[src/rtl/button_debounce.sv]
// button_debounce: conditions a raw push-button pin for downstream control logic.
// The pin is synchronized through two flops, normalized so that 1 means pressed,
// and debounced by a counter-qualified FSM. Outputs are a clean level, one-cycle
// press/release/long-press strobes and an 8-bit wrapping press counter.
// Optional feature macro: BUTTON_LONG_PRESS_EN. When it is defined, a long-press
// timer drives long_pulse; when undefined, the timer does not exist, long_pulse
// is tied low and LONG_PRESS_MS has no effect.

module button_debounce #(
    parameter int CLK_F         = 25000000,
    parameter int DEBOUNCE_MS   = 20,
    parameter int LONG_PRESS_MS = 1000,
    parameter int ACTIVE_LOW    = 1
) (
    input  logic       clk,
    input  logic       rst,
    input  logic       button,
    output logic       btn_level,
    output logic       press_pulse,
    output logic       release_pulse,
    output logic       long_pulse,
    output logic [7:0] press_count
);

    // Cycle counts are formed in 64 bits because CLK_F * ms overflows 32 bits.
    localparam longint DB_CYCLES_L = (longint'(CLK_F) * longint'(DEBOUNCE_MS)) / longint'(1000);
    localparam int     DB_CYCLES   = int'(DB_CYCLES_L);
    localparam int     DB_W        = $clog2(DB_CYCLES + 1);
    localparam logic [DB_W-1:0] DB_LAST  = DB_W'(DB_CYCLES - 1);
    localparam logic [DB_W-1:0] DB_FIRST = DB_W'(1);
    // With a one-cycle debounce the first qualifying sample already completes the check.
    localparam bit     DB_SINGLE   = (DB_CYCLES == 1);
    // Pin level that means "released"; the sync flops reset to it.
    localparam logic   RELEASED_PIN = (ACTIVE_LOW != 0);

    typedef enum logic [1:0] {
        IDLE,
        PRESS_CHK,
        PRESSED,
        REL_CHK
    } state_t;

    state_t          r_state;
    state_t          w_stateNxt;
    logic            r_sync1;
    logic            r_sync2;
    logic            w_btnS;
    logic [DB_W-1:0] r_dbCnt;
    logic [DB_W-1:0] w_dbCntNxt;
    logic            w_level;
    logic            w_pressNxt;
    logic            w_releaseNxt;
    logic            w_longNxt;
    logic            r_press;
    logic            r_release;
    logic            r_long;
    logic [7:0]      r_pressCount;

    // Two-flop synchronizer for the asynchronous pin
    always_ff @(posedge clk or posedge rst) begin
        if (rst) begin
            r_sync1 <= RELEASED_PIN;
            r_sync2 <= RELEASED_PIN;
        end else begin
            r_sync1 <= button;
            r_sync2 <= r_sync1;
        end
    end

    assign w_btnS = r_sync2 ^ RELEASED_PIN;

    // State register and debounce counter
    always_ff @(posedge clk or posedge rst) begin
        if (rst) begin
            r_state <= IDLE;
            r_dbCnt <= '0;
        end else begin
            r_state <= w_stateNxt;
            r_dbCnt <= w_dbCntNxt;
        end
    end

    // Next-state logic: a change is accepted only after DB_CYCLES consecutive samples
    always_comb begin
        w_stateNxt = r_state;
        w_dbCntNxt = r_dbCnt;
        unique case (r_state)
            IDLE: begin
                if (w_btnS) begin
                    if (DB_SINGLE) begin
                        w_stateNxt = PRESSED;
                        w_dbCntNxt = '0;
                    end else begin
                        w_stateNxt = PRESS_CHK;
                        w_dbCntNxt = DB_FIRST;
                    end
                end else begin
                    w_dbCntNxt = '0;
                end
            end
            PRESS_CHK: begin
                if (!w_btnS) begin
                    w_stateNxt = IDLE;
                    w_dbCntNxt = '0;
                end else if (r_dbCnt == DB_LAST) begin
                    w_stateNxt = PRESSED;
                    w_dbCntNxt = '0;
                end else begin
                    w_dbCntNxt = r_dbCnt + DB_FIRST;
                end
            end
            PRESSED: begin
                if (!w_btnS) begin
                    if (DB_SINGLE) begin
                        w_stateNxt = IDLE;
                        w_dbCntNxt = '0;
                    end else begin
                        w_stateNxt = REL_CHK;
                        w_dbCntNxt = DB_FIRST;
                    end
                end else begin
                    w_dbCntNxt = '0;
                end
            end
            REL_CHK: begin
                if (w_btnS) begin
                    w_stateNxt = PRESSED;
                    w_dbCntNxt = '0;
                end else if (r_dbCnt == DB_LAST) begin
                    w_stateNxt = IDLE;
                    w_dbCntNxt = '0;
                end else begin
                    w_dbCntNxt = r_dbCnt + DB_FIRST;
                end
            end
            default: begin
                w_stateNxt = IDLE;
                w_dbCntNxt = '0;
            end
        endcase
    end

    // Output decode: level from state, strobes from accepted transitions
    always_comb begin
        w_level      = (r_state == PRESSED) || (r_state == REL_CHK);
        w_pressNxt   = !w_level && (w_stateNxt == PRESSED);
        w_releaseNxt = w_level && (w_stateNxt == IDLE);
    end

`ifdef BUTTON_LONG_PRESS_EN
    localparam longint LP_CYCLES_L = (longint'(CLK_F) * longint'(LONG_PRESS_MS)) / longint'(1000);
    localparam int     LP_CYCLES   = int'(LP_CYCLES_L);
    localparam int     LP_W        = $clog2(LP_CYCLES + 1);
    localparam logic [LP_W-1:0] LP_LAST = LP_W'(LP_CYCLES - 1);
    localparam logic [LP_W-1:0] LP_FULL = LP_W'(LP_CYCLES);
    localparam logic [LP_W-1:0] LP_ONE  = LP_W'(1);

    logic [LP_W-1:0] r_lpCnt;

    // Long-press timer: restarts on each accepted press, runs while held (including release checks), saturates
    always_ff @(posedge clk or posedge rst) begin
        if (rst) begin
            r_lpCnt <= '0;
        end else if (w_pressNxt) begin
            r_lpCnt <= '0;
        end else if (w_level && (r_lpCnt != LP_FULL)) begin
            r_lpCnt <= r_lpCnt + LP_ONE;
        end
    end

    // Fires once as the timer reaches its limit; an accepted release on the same edge wins
    assign w_longNxt = w_level && !w_releaseNxt && (r_lpCnt == LP_LAST);
`else
    assign w_longNxt = 1'b0;
`endif

    // Registered strobes and the wrapping press counter
    always_ff @(posedge clk or posedge rst) begin
        if (rst) begin
            r_press      <= 1'b0;
            r_release    <= 1'b0;
            r_long       <= 1'b0;
            r_pressCount <= 8'd0;
        end else begin
            r_press   <= w_pressNxt;
            r_release <= w_releaseNxt;
            r_long    <= w_longNxt;
            if (w_pressNxt) begin
                r_pressCount <= r_pressCount + 8'd1;
            end
        end
    end

    assign btn_level     = w_level;
    assign press_pulse   = r_press;
    assign release_pulse = r_release;
    assign long_pulse    = r_long;
    assign press_count   = r_pressCount;

endmodule

[config.mk]
export PLATFORM = sky130hd
export DESIGN_NAME = button_debounce
export DESIGN_NICKNAME = d
export VERILOG_FILES = /design/src/rtl/button_debounce.sv
export SDC_FILE = /design/constraint.sdc
export NUM_CORES = 1
export LEC_CHECK = 0
export BUFFER_PORTS_ARGS = -buffer_cell sky130_fd_sc_hd__buf_2
export CORE_ASPECT_RATIO = 1.5
export CORE_MARGIN = 5
export CORE_UTILIZATION = 57
export DETAILED_ROUTE_END_ITERATION = 7
export PLACE_DENSITY = 0.74
export SKIP_LAST_GASP = 1
export SLEW_MARGIN = 20
export SYNTH_ARGS = -nofsm -noshare
export SYNTH_HDL_FRONTEND = slang
export SYNTH_SLANG_ARGS = --single-unit
[constraint.sdc]
create_clock -name clk -period 2.25 [get_ports clk]
set_input_delay 0.45 -clock clk [delete_from_list [all_inputs] [get_ports clk]]
set_output_delay 0.45 -clock clk [all_outputs]
set_load 0.01 [all_outputs]
# Word level (Yosys, flattened, before mapping)

Index checks and enable logic that the tools add are counted.

Register bits after elaboration: 33
Input port bits: 3
Output and inout port bits: 12

Add/sub/neg operators: 2
Equality and inequality tests: 5
Mux-type cells: 13
Reduce and logical (&&, ||, !) cells: 6

Operators by type and width:

| operator                                                              | number |
|---|---|
| 19-bit one-hot mux with 4 select lines                                | 1 |
| 19-bit 2-to-1 mux                                                     | 3 |
| 19-bit by 1-bit adder with 19-bit output, second input constant       | 1 |
| 19-bit equality test, second input constant                           | 1 |
| 2-bit 2-to-1 mux                                                      | 6 |
| 8-bit by 1-bit adder with 8-bit output, second input constant         | 1 |
| 2-bit one-hot mux with 4 select lines                                 | 1 |
| 2-bit equality test, second input constant                            | 3 |
| 2-bit logical NOT                                                     | 2 |
| 2-bit by 1-bit equality test with 1-bit output, second input constant | 1 |
| 1-bit logical AND                                                     | 2 |
| 1-bit 2-to-1 mux                                                      | 2 |
| 1-bit logical NOT                                                     | 1 |
| 1-bit logical OR                                                      | 1 |

# Logic depth before layout (Yosys ltp)

Gate-level depths: netlist of the first run.

Depth in word-level cells: 6
Depth in mapped cells: 7
Mapped depth without buffers: 6

# Worst setup path before layout of the first run

No wires, ideal clock.

Path kind: register to register
From: reg r_dbCnt[0]
To: reg r_dbCnt[12]
Library setup time: 0.069 ns
Arrival: 1.603 ns
Setup slack: 0.578 ns
Cell stages (with the launch flop): 8
Path buffers: 2
Clock period less this slack: 1.672 ns
Cell sequence: dfrtp_1 -> ha_1 -> nand4_1 -> nor3_1 -> or3b_1 -> buf_4 -> buf_6 -> nor2_2

Cells in the longest elaborated chain, start to end: 4
Elaborated cells on any way between the ends: 6

Ends and longest elaborated chain:

| what                                                                             | RTL line | text |
|---|---|---|
| from (decl)                                                                      | 48       | `logic [DB_W-1:0] r_dbCnt;` |
| from (signal assigned)                                                           | 79       | `r_dbCnt <= w_dbCntNxt;` |
| 19-bit by 1-bit adder with 19-bit output or 19-bit equality test (tied branches) | n/a      |  |
| 19-bit 2-to-1 mux (*)                                                            | 105, 129 |  |
| 19-bit 2-to-1 mux (on tied branches)                                             | 126, 102 |  |
| 19-bit one-hot mux with 4 select lines (*)                                       | 87       | `unique case (r_state)` |
| net w_dbCntNxt[12]                                                               | 49       | `logic [DB_W-1:0] w_dbCntNxt;` |

The timed path passes the listed nets; every way through them passes the cells marked *.
A chain may end at the register's enable or synchronous reset.

# Worst setup path after layout of the first run

From: reg r_dbCnt[0]
To: reg r_pressCount[7] (netlist: press_count[7])

Cells in the longest elaborated chain, start to end: 6
Elaborated cells on any way between the ends: 8

Ends and longest elaborated chain:

| what                                      | RTL line | text |
|---|---|---|
| 19-bit equality test (*)                  | 105, 129 |  |
| 2-bit 2-to-1 mux (on tied branches)       | 129, 105 |  |
| 2-bit 2-to-1 mux (on tied branches)       | 126, 102 |  |
| 2-bit one-hot mux with 4 select lines (*) | 87       |  |
| 2-bit equality test (*)                   | 146      | `w_pressNxt = !w_level && (w_stateNxt == PRESSED);` |
| 1-bit logical AND (*)                     | 146      |  |
| to (signal assigned)                      | 189      | `r_pressCount <= r_pressCount + 8'd1;` |
| to (decl)                                 | 57       | `logic [7:0] r_pressCount;` |

Every way passes the cells marked *; elsewhere a longest branch is shown, timed or not.

==> out/qor.yml, run 1 <==
outcome:
  status: "completed"
pwr:
  total_power_mw: 1.07
  leakage_nw: 0.785
  irDropWorstVdd_mv: 0.516
  pwr_density_cell_nw_per_um2: 603
placed_design:
  post-place-ws_ns: 0.402
  numPortBuffers: 13
  placed_cell_area_um2: 1680
  gp_congestion: 0.797
  dp_hpwl_mm: 2.17
  placedCellCount: 195
timing:
  rsz0062_at_grt: "no"
  finalWorstSetupSlack_ns: 0.377
  hold_viol_final: 0
  setup_viol: 0
  timing.setup.tns_ns: 0
  slew_violations: 0
  clock.fmax_ghz: 0.534
  post-route-period-util: 0.833
  finClkSkew_ns: 0.00402
  post-route-min-period_ns: 1.87
  whs_ns: 0.242
cts:
  cts_resized: 0
  post_cts.repair.setup_buffers: 0
  clkTransAtPathRegs_ns: 0.07
  cts_hold_buf: 0
  cts.sinks: 33
  cts_tree: "done"
  cts_htree_levels: 2
  cts_made_buffers: 5
  clk_latency_ns: 0.29
  ctsLongestPathBuffers: 2
  cts-root-buf: "clkbuf_8"
synth:
  synth_warnings: 0
  synth_xor_area_frac: 0.137
  netlist_area_um2: 1600
  syn_avg_cell_area_um2: 10.7
  synth_top_family_by_area: "simple AND/OR/NAND/NOR gates"
  synth_top_area_frac: 0.484
  synth.net_count: 155
  synthTopCellsByCount: "dfrtp_1, nor2_1, xnor2_1"
  synth_mux_area_frac: 0.0133
  yosysUniqueCellTypes: 30
  yosysMostFrequentCell: "dfrtp_1"
  ys_seq_elements: 33
  yosysSeqAreaShare: 0.517
  synth_adder_area_share: 0.0156
  synth_edf_count: 0
  synthSimpleGateAreaFrac: 0.270
  synthFlopType: "dfrtp_1"
  synthTopCellsByArea: "dfrtp_1, xnor2_1, nor2_1, xor2_1, nor2_2"
  synth_cells: 150
  synth_compound_gate_area_share: 0.00781
  synth_top_area_cell: "dfrtp_1"
  async_flop_share: 1.00
route:
  drtPass1Iterations: 2
  wire_per_inst_um: 14.2
  ant_nets: 0
  via_count: 1070
  viasPerCell: 5.27
  drt_wl_total_mm: 2.89
  drtIter0Drc: 40
  drcViolationCount: 0
grt:
  antenna_found_initial: 0
  grt.overflow.total: 0
  grt_max_degree: 34
  first_global_vias: 1070
  grt.total_usage: 0.178
  grt_pass1_wl_mm: 4.96
critical_path:
  path_max_fanout: 7
  path_delay_family: "simple AND/OR/NAND/NOR gates"
  cp.required_ns: 2.43
  critPathCaptureType: "register"
  cp-start-kind: "register"
  critPathMaxStageDelay_ns: 0.39
  cp_data_arrival_time_ns: 2.05
  critPathSlowestCell: "dfrtp_1"
  crit_buf_inv: 0
  worstPathCellList: "ha_1, and4_1, nand2_1, nor3b_2, nand3_1, xnor2_1"
  crit_type: "reg2reg"
die:
  die_x_um: 53.3
  core_area_um2: 2680
  boundaryPins: 15
  die_y_um: 74.9
  num_rows: 23
  die_area_um2: 3990
  initial_core_util: 0.599
layout:
  utilization: 0.662
  syn2layout_area_growth_pct: 10.5
  nFillCells: 227
  drive_gt1_frac: 0.247
  diodes: 0
  final_area_um2: 1770
  layout.nets: 170
  instances_no_fill: 203
job:
  maxCapViolCount: 0
hold_path:
  hp-class: "in2async"
==> layout make-up <==
type                    instances  area (um^2)  share of cell area
multi-input cells             106          714               0.404
flip-flops and latches         33          828               0.468
inverters                       4         15.0             0.00848
well taps                      37         46.3              0.0261
clock inverters                 3         17.5             0.00989
repair buffers                 15         80.1              0.0452
clock buffers                   5         68.8              0.0389
==> state kept, by name, indices dropped and copies added, names as in the netlist <==
| name | flops |
|---|---|
| press_count | 8 |
| press_pulse | 1 |
| r_dbCnt | 19 |
| r_state | 2 |
| r_sync1 | 1 |
| r_sync2 | 1 |
| release_pulse | 1 |
==> cells in the final DEF, fill, tap and decap left out, drive strengths merged, types with 2 or more instances in the layout <==
cell type and n:
buf 15, xor2 9, xnor2 16, nor2 30, dfrtp 31, nand2 9
and3 4, nor4b 2, nor3 3, nand3 12, and4 3, ha 2
nand4 7, dfstp 2, inv 4, or3b 2, clkinv 2, clkbuf 5
==> tightest hold or removal path: cells and delay by family <==
family / cells / cell delay (ns)
buffers and inverters: 3 / 0.49
==> worst paths after layout <==
path	start	cells after the start	slack (ns)	to
worst max-delay path	r_dbCnt[0]	6	0.38	press_count[7]
worst min-delay path	rst	3	0.24	press_count[3]
worst max register to register	r_dbCnt[0]	6	0.38	press_count[7]
worst min register to register	r_sync1	0	0.36	r_sync2
max in group asynchronous	rst	3	1.68	r_sync1
min in group clk	button	1	0.25	r_sync1
==> report_power, final <==
part / switching, mW / total [mW] / internal, mW
registers: 0.00508 / 0.605 / 0.600
clock network: 0.217 / 0.430 / 0.213
logic: 0.0234 / 0.0320 / 0.00856
total: 0.245 / 1.07 / 0.821
==> layer usage <==
metal  wire, um  track usage  part of all wire
met5          0            0                 0
met1       1130        0.188              0.39
met3        106       0.0535             0.037
met2       1580        0.308              0.55
met4         69       0.0966             0.024
==> cells by family (layout without fill, tap and decap cells) <==
group,Yosys count,in the layout
XOR/XNOR,25,25
adder cells (fa/ha/maj),2,2
flip-flops,33,33
AND/OR/NAND/NOR,74,74
multiplexers,2,2
buffers and inverters,11,27
other,1,1
AO/OA/AOI/OAI,2,2
(Power assumes the default switching activity.)
==> inputs of run 2 (changes only) <==
- ABC_AREA: default -> 1
- CORE_UTILIZATION: 57 -> 53
- PLACE_DENSITY: 0.74 -> 0.72
- clock period: 2.25 -> 1.7 ns (I/O delays scaled with it)
==> run 2 against run 1 <==
Synthesized cell count grew 64%. Worst setup slack got worse by 0.21 ns. Cell area is 20% higher. Clock skew up 0.0033 ns. Fmax is 22% higher. Non-clock buffer count rose by 3. Clock power up 39%. Sequential share of layout area shrank 7.8 points.
==> out/qor.yml, run 2 <==
grt:
  grtUsageMet2: 0.311  # +0.00254
  grt.overflow.total: 0  # unchanged
  grt_max_degree: 34  # unchanged
  busiest_layer: "met2"
  first_global_vias: 1597  # +49%
  use_met3: 0.0402  # -0.0132
  antenna_found_initial: 0  # unchanged
  grt_pass1_wl_mm: 6.90  # +39%
  grt.total_usage: 0.182  # +0.00472
  use_met1: 0.197  # +0.00871
critical_path:
  r2r-start: "r_dbCnt[0]"
  r2r_end: "r_dbCnt[17]"
  cp.required_ns: 1.87  # -0.56 ns
  startpoint: "r_dbCnt[0]"
  cp_data_arrival_time_ns: 1.70  # -0.35 ns
  reg2reg_depth: 9  # +3
  path_max_fanout: 8  # +1
  cp-start-kind: "register"
  crit_path_end: "r_dbCnt[17]"
  critPathCaptureType: "register"
  worstPathCellList: "ha_2, nand3_2, inv_2, nand3_2, nor2_4, nor2_4, buf_4, nand2_1, nor2_2"
  rrSetupSlack_ns: 0.17  # -0.21 ns
  critPathMaxStageDelay_ns: 0.38  # about the same
  critPathSlowestCell: "dfrtp_1"
  crit_type: "reg2reg"
route:
  drt_wl_total_mm: 3.76  # +30%
  drtIter0Drc: 67  # +68%
  ant_nets: 0  # unchanged
  wire_per_inst_um: 12.1  # -15%
  drtPass1Iterations: 4  # +2
  via_count: 1552  # +45%
  drcViolationCount: 0  # unchanged
  viasPerCell: 5.01  # -5.0%
layout:
  utilization: 0.616  # -0.0458
  layout.nets: 272  # +60%
  drive_gt1_frac: 0.213  # -0.0343
  largest_reg_flops: 19  # unchanged
  syn2layout_area_growth_pct: 11.2
  regMostFlops: "r_dbCnt"
  final_cell_mix: "nand2_1, nor2_1, inv_1, dfrtp_1, buf_2"
  diodes: 0  # unchanged
  final_area_um2: 2120  # +20%
  instances_no_fill: 310  # +53%
  final_common_cell: "nand2_1"
synth:
  synth_edf_count: 0  # unchanged
  synth_top_area_cell: "dfrtp_1"
  synth_cells: 246  # +64%
  syn_avg_cell_area_um2: 7.76  # -27%
  yosysUniqueCellTypes: 32  # +6.7%
  netlist_area_um2: 1910  # +19%
  synth_warnings: 0  # unchanged
  synthTopCellsByCount: "nand2_1, nor2_1, inv_1"
  yosysMostFrequentCell: "nand2_1"
  ys_seq_elements: 33  # unchanged
  synthTopCellsByArea: "dfrtp_1, nand2_1, nor2_1, inv_1, nand4_1"
  synthFlopType: "dfrtp_1"
  yosysSeqAreaShare: 0.434  # -0.0830
  synth_top_area_frac: 0.406  # -0.0777
  synth.net_count: 251  # +62%
  async_flop_share: 1.00  # unchanged
pwr:
  p_comb_frac: 0.038  # +0.008
  swShare: 0.217  # -0.0129
  p_int_mw: 1.14  # +39%
  irDropWorstVdd_mv: 0.552  # +6.9%
  leakage_nw: 1.04  # +33%
  p_seq_frac: 0.551  # -0.016
  p_switching_uw: 316  # +29%
  pwr_density_cell_nw_per_um2: 685  # +14%
  clkPwrFrac: 0.411  # +0.008
  total_power_mw: 1.45  # +36%
die:
  die_y_um: 83.5  # +11%
  num_rows: 26  # +13%
  die_x_um: 59.0  # +11%
  boundaryPins: 15  # unchanged
  core_area_um2: 3450  # +29%
  initial_core_util: 0.554  # -0.0452
  die_area_um2: 4930  # +23%
cts:
  cts_made_buffers: 5  # unchanged
  cts_tree: "done"
  cts_hold_buf: 0  # unchanged
  ctsLongestPathBuffers: 2  # unchanged
  cts.sinks: 33  # unchanged
  cts-root-buf: "clkbuf_8"
  clk_latency_ns: 0.28  # about the same
  cts_resized: 0  # unchanged
  post_cts.repair.setup_buffers: 0  # unchanged
  clkTransAtPathRegs_ns: 0.07  # about the same
  cts_htree_levels: 2  # unchanged
placed_design:
  post-place-ws_ns: 0.118  # -0.284 ns
  numPortBuffers: 13  # unchanged
  dp_hpwl_mm: 2.88  # +33%
  gp_congestion: 0.887  # +11%
  placed_cell_area_um2: 2030  # +21%
  placedCellCount: 302  # +55%
timing:
  finClkSkew_ns: 0.00731  # +0.00329 ns
  hold_viol_final: 0  # unchanged
  whs_ns: 0.129  # -0.113 ns
  clock.fmax_ghz: 0.654  # +22%
  timing.setup.tns_ns: 0  # unchanged
  rsz0062_at_grt: "no"
  slew_violations: 0  # unchanged
  post-route-min-period_ns: 1.53  # -0.344 ns
  post-route-period-util: 0.900  # +0.0671
  setup_viol: 0  # unchanged
  finalWorstSetupSlack_ns: 0.170  # -0.206 ns
hold_path:
  hp-class: "in2async"
job:
  maxCapViolCount: 0  # unchanged
outcome:
  status: "completed"
-- run 2: logic make-up (layout without fill, tap and decap cells) --
| group | after synthesis | after routing | synth area share |
|---|---|---|---|
| AND/OR/NAND/NOR | 148 | 148 | 0.389 |
| XOR/XNOR | 5 | 5 | 0.0229 |
| flip-flops | 33 | 33 | 0.434 |
| buffers and inverters | 40 | 62 | 0.0885 |
| other | 1 | 1 | 0.00196 |
| AO/OA/AOI/OAI | 17 | 17 | 0.0505 |
| adder cells (fa/ha/maj) | 2 | 2 | 0.0131 |
-- run 2: layout make-up --
class / count / area [um^2]
clock buffer: 8 / 90.1
fill: 340 / 1330
multi-input combinational: 173 / 915
timing repair buffer: 18 / 103
tap: 42 / 52.6
sequential: 33 / 828
inverter: 36 / 135
-- run 2: power groups by stage --
stage / registers (mW) / logic [mW] / clock network, mW
final: 0.801 / 0.0556 / 0.598
after global routing: 0.801 / 0.0648 / 0.662
after CTS: 0.800 / 0.0571 / 0.617
after detailed placement: 0.815 / 0.0566 / 0
after global placement: 0.814 / 0.0558 / 0
after floorplan: 0.813 / 0.0422 / 0
-- run 2: layer usage --
metal  wire [um]  vias to the layer above
li1            -                      805
met4         105                        0
met1        1530                      715
met5           0                        -
met3         105                       10
met2        2020                       22
-- run 2: worst min-delay path by stage --
stage,slack (ns),end,from,depth (start not counted)
2_1_floorplan,0.34,r_sync1,button,0
3_3_place_gp,0.35,r_sync2,r_sync1,0
3_5_place_dp,0.35,r_sync2,r_sync1,0
4_1_cts,0.14,press_count[7],rst,3
5_1_grt,0.15,r_sync1,button,1
6_report,0.13,press_count[7],rst,3
-- run 2: critical path, delay by kind of cell (launching register included) --
family        cells  cell delay (ns)
simple gates      6             0.54
flops             1             0.38
buf+inv           2             0.28
fa+ha+maj         1             0.22
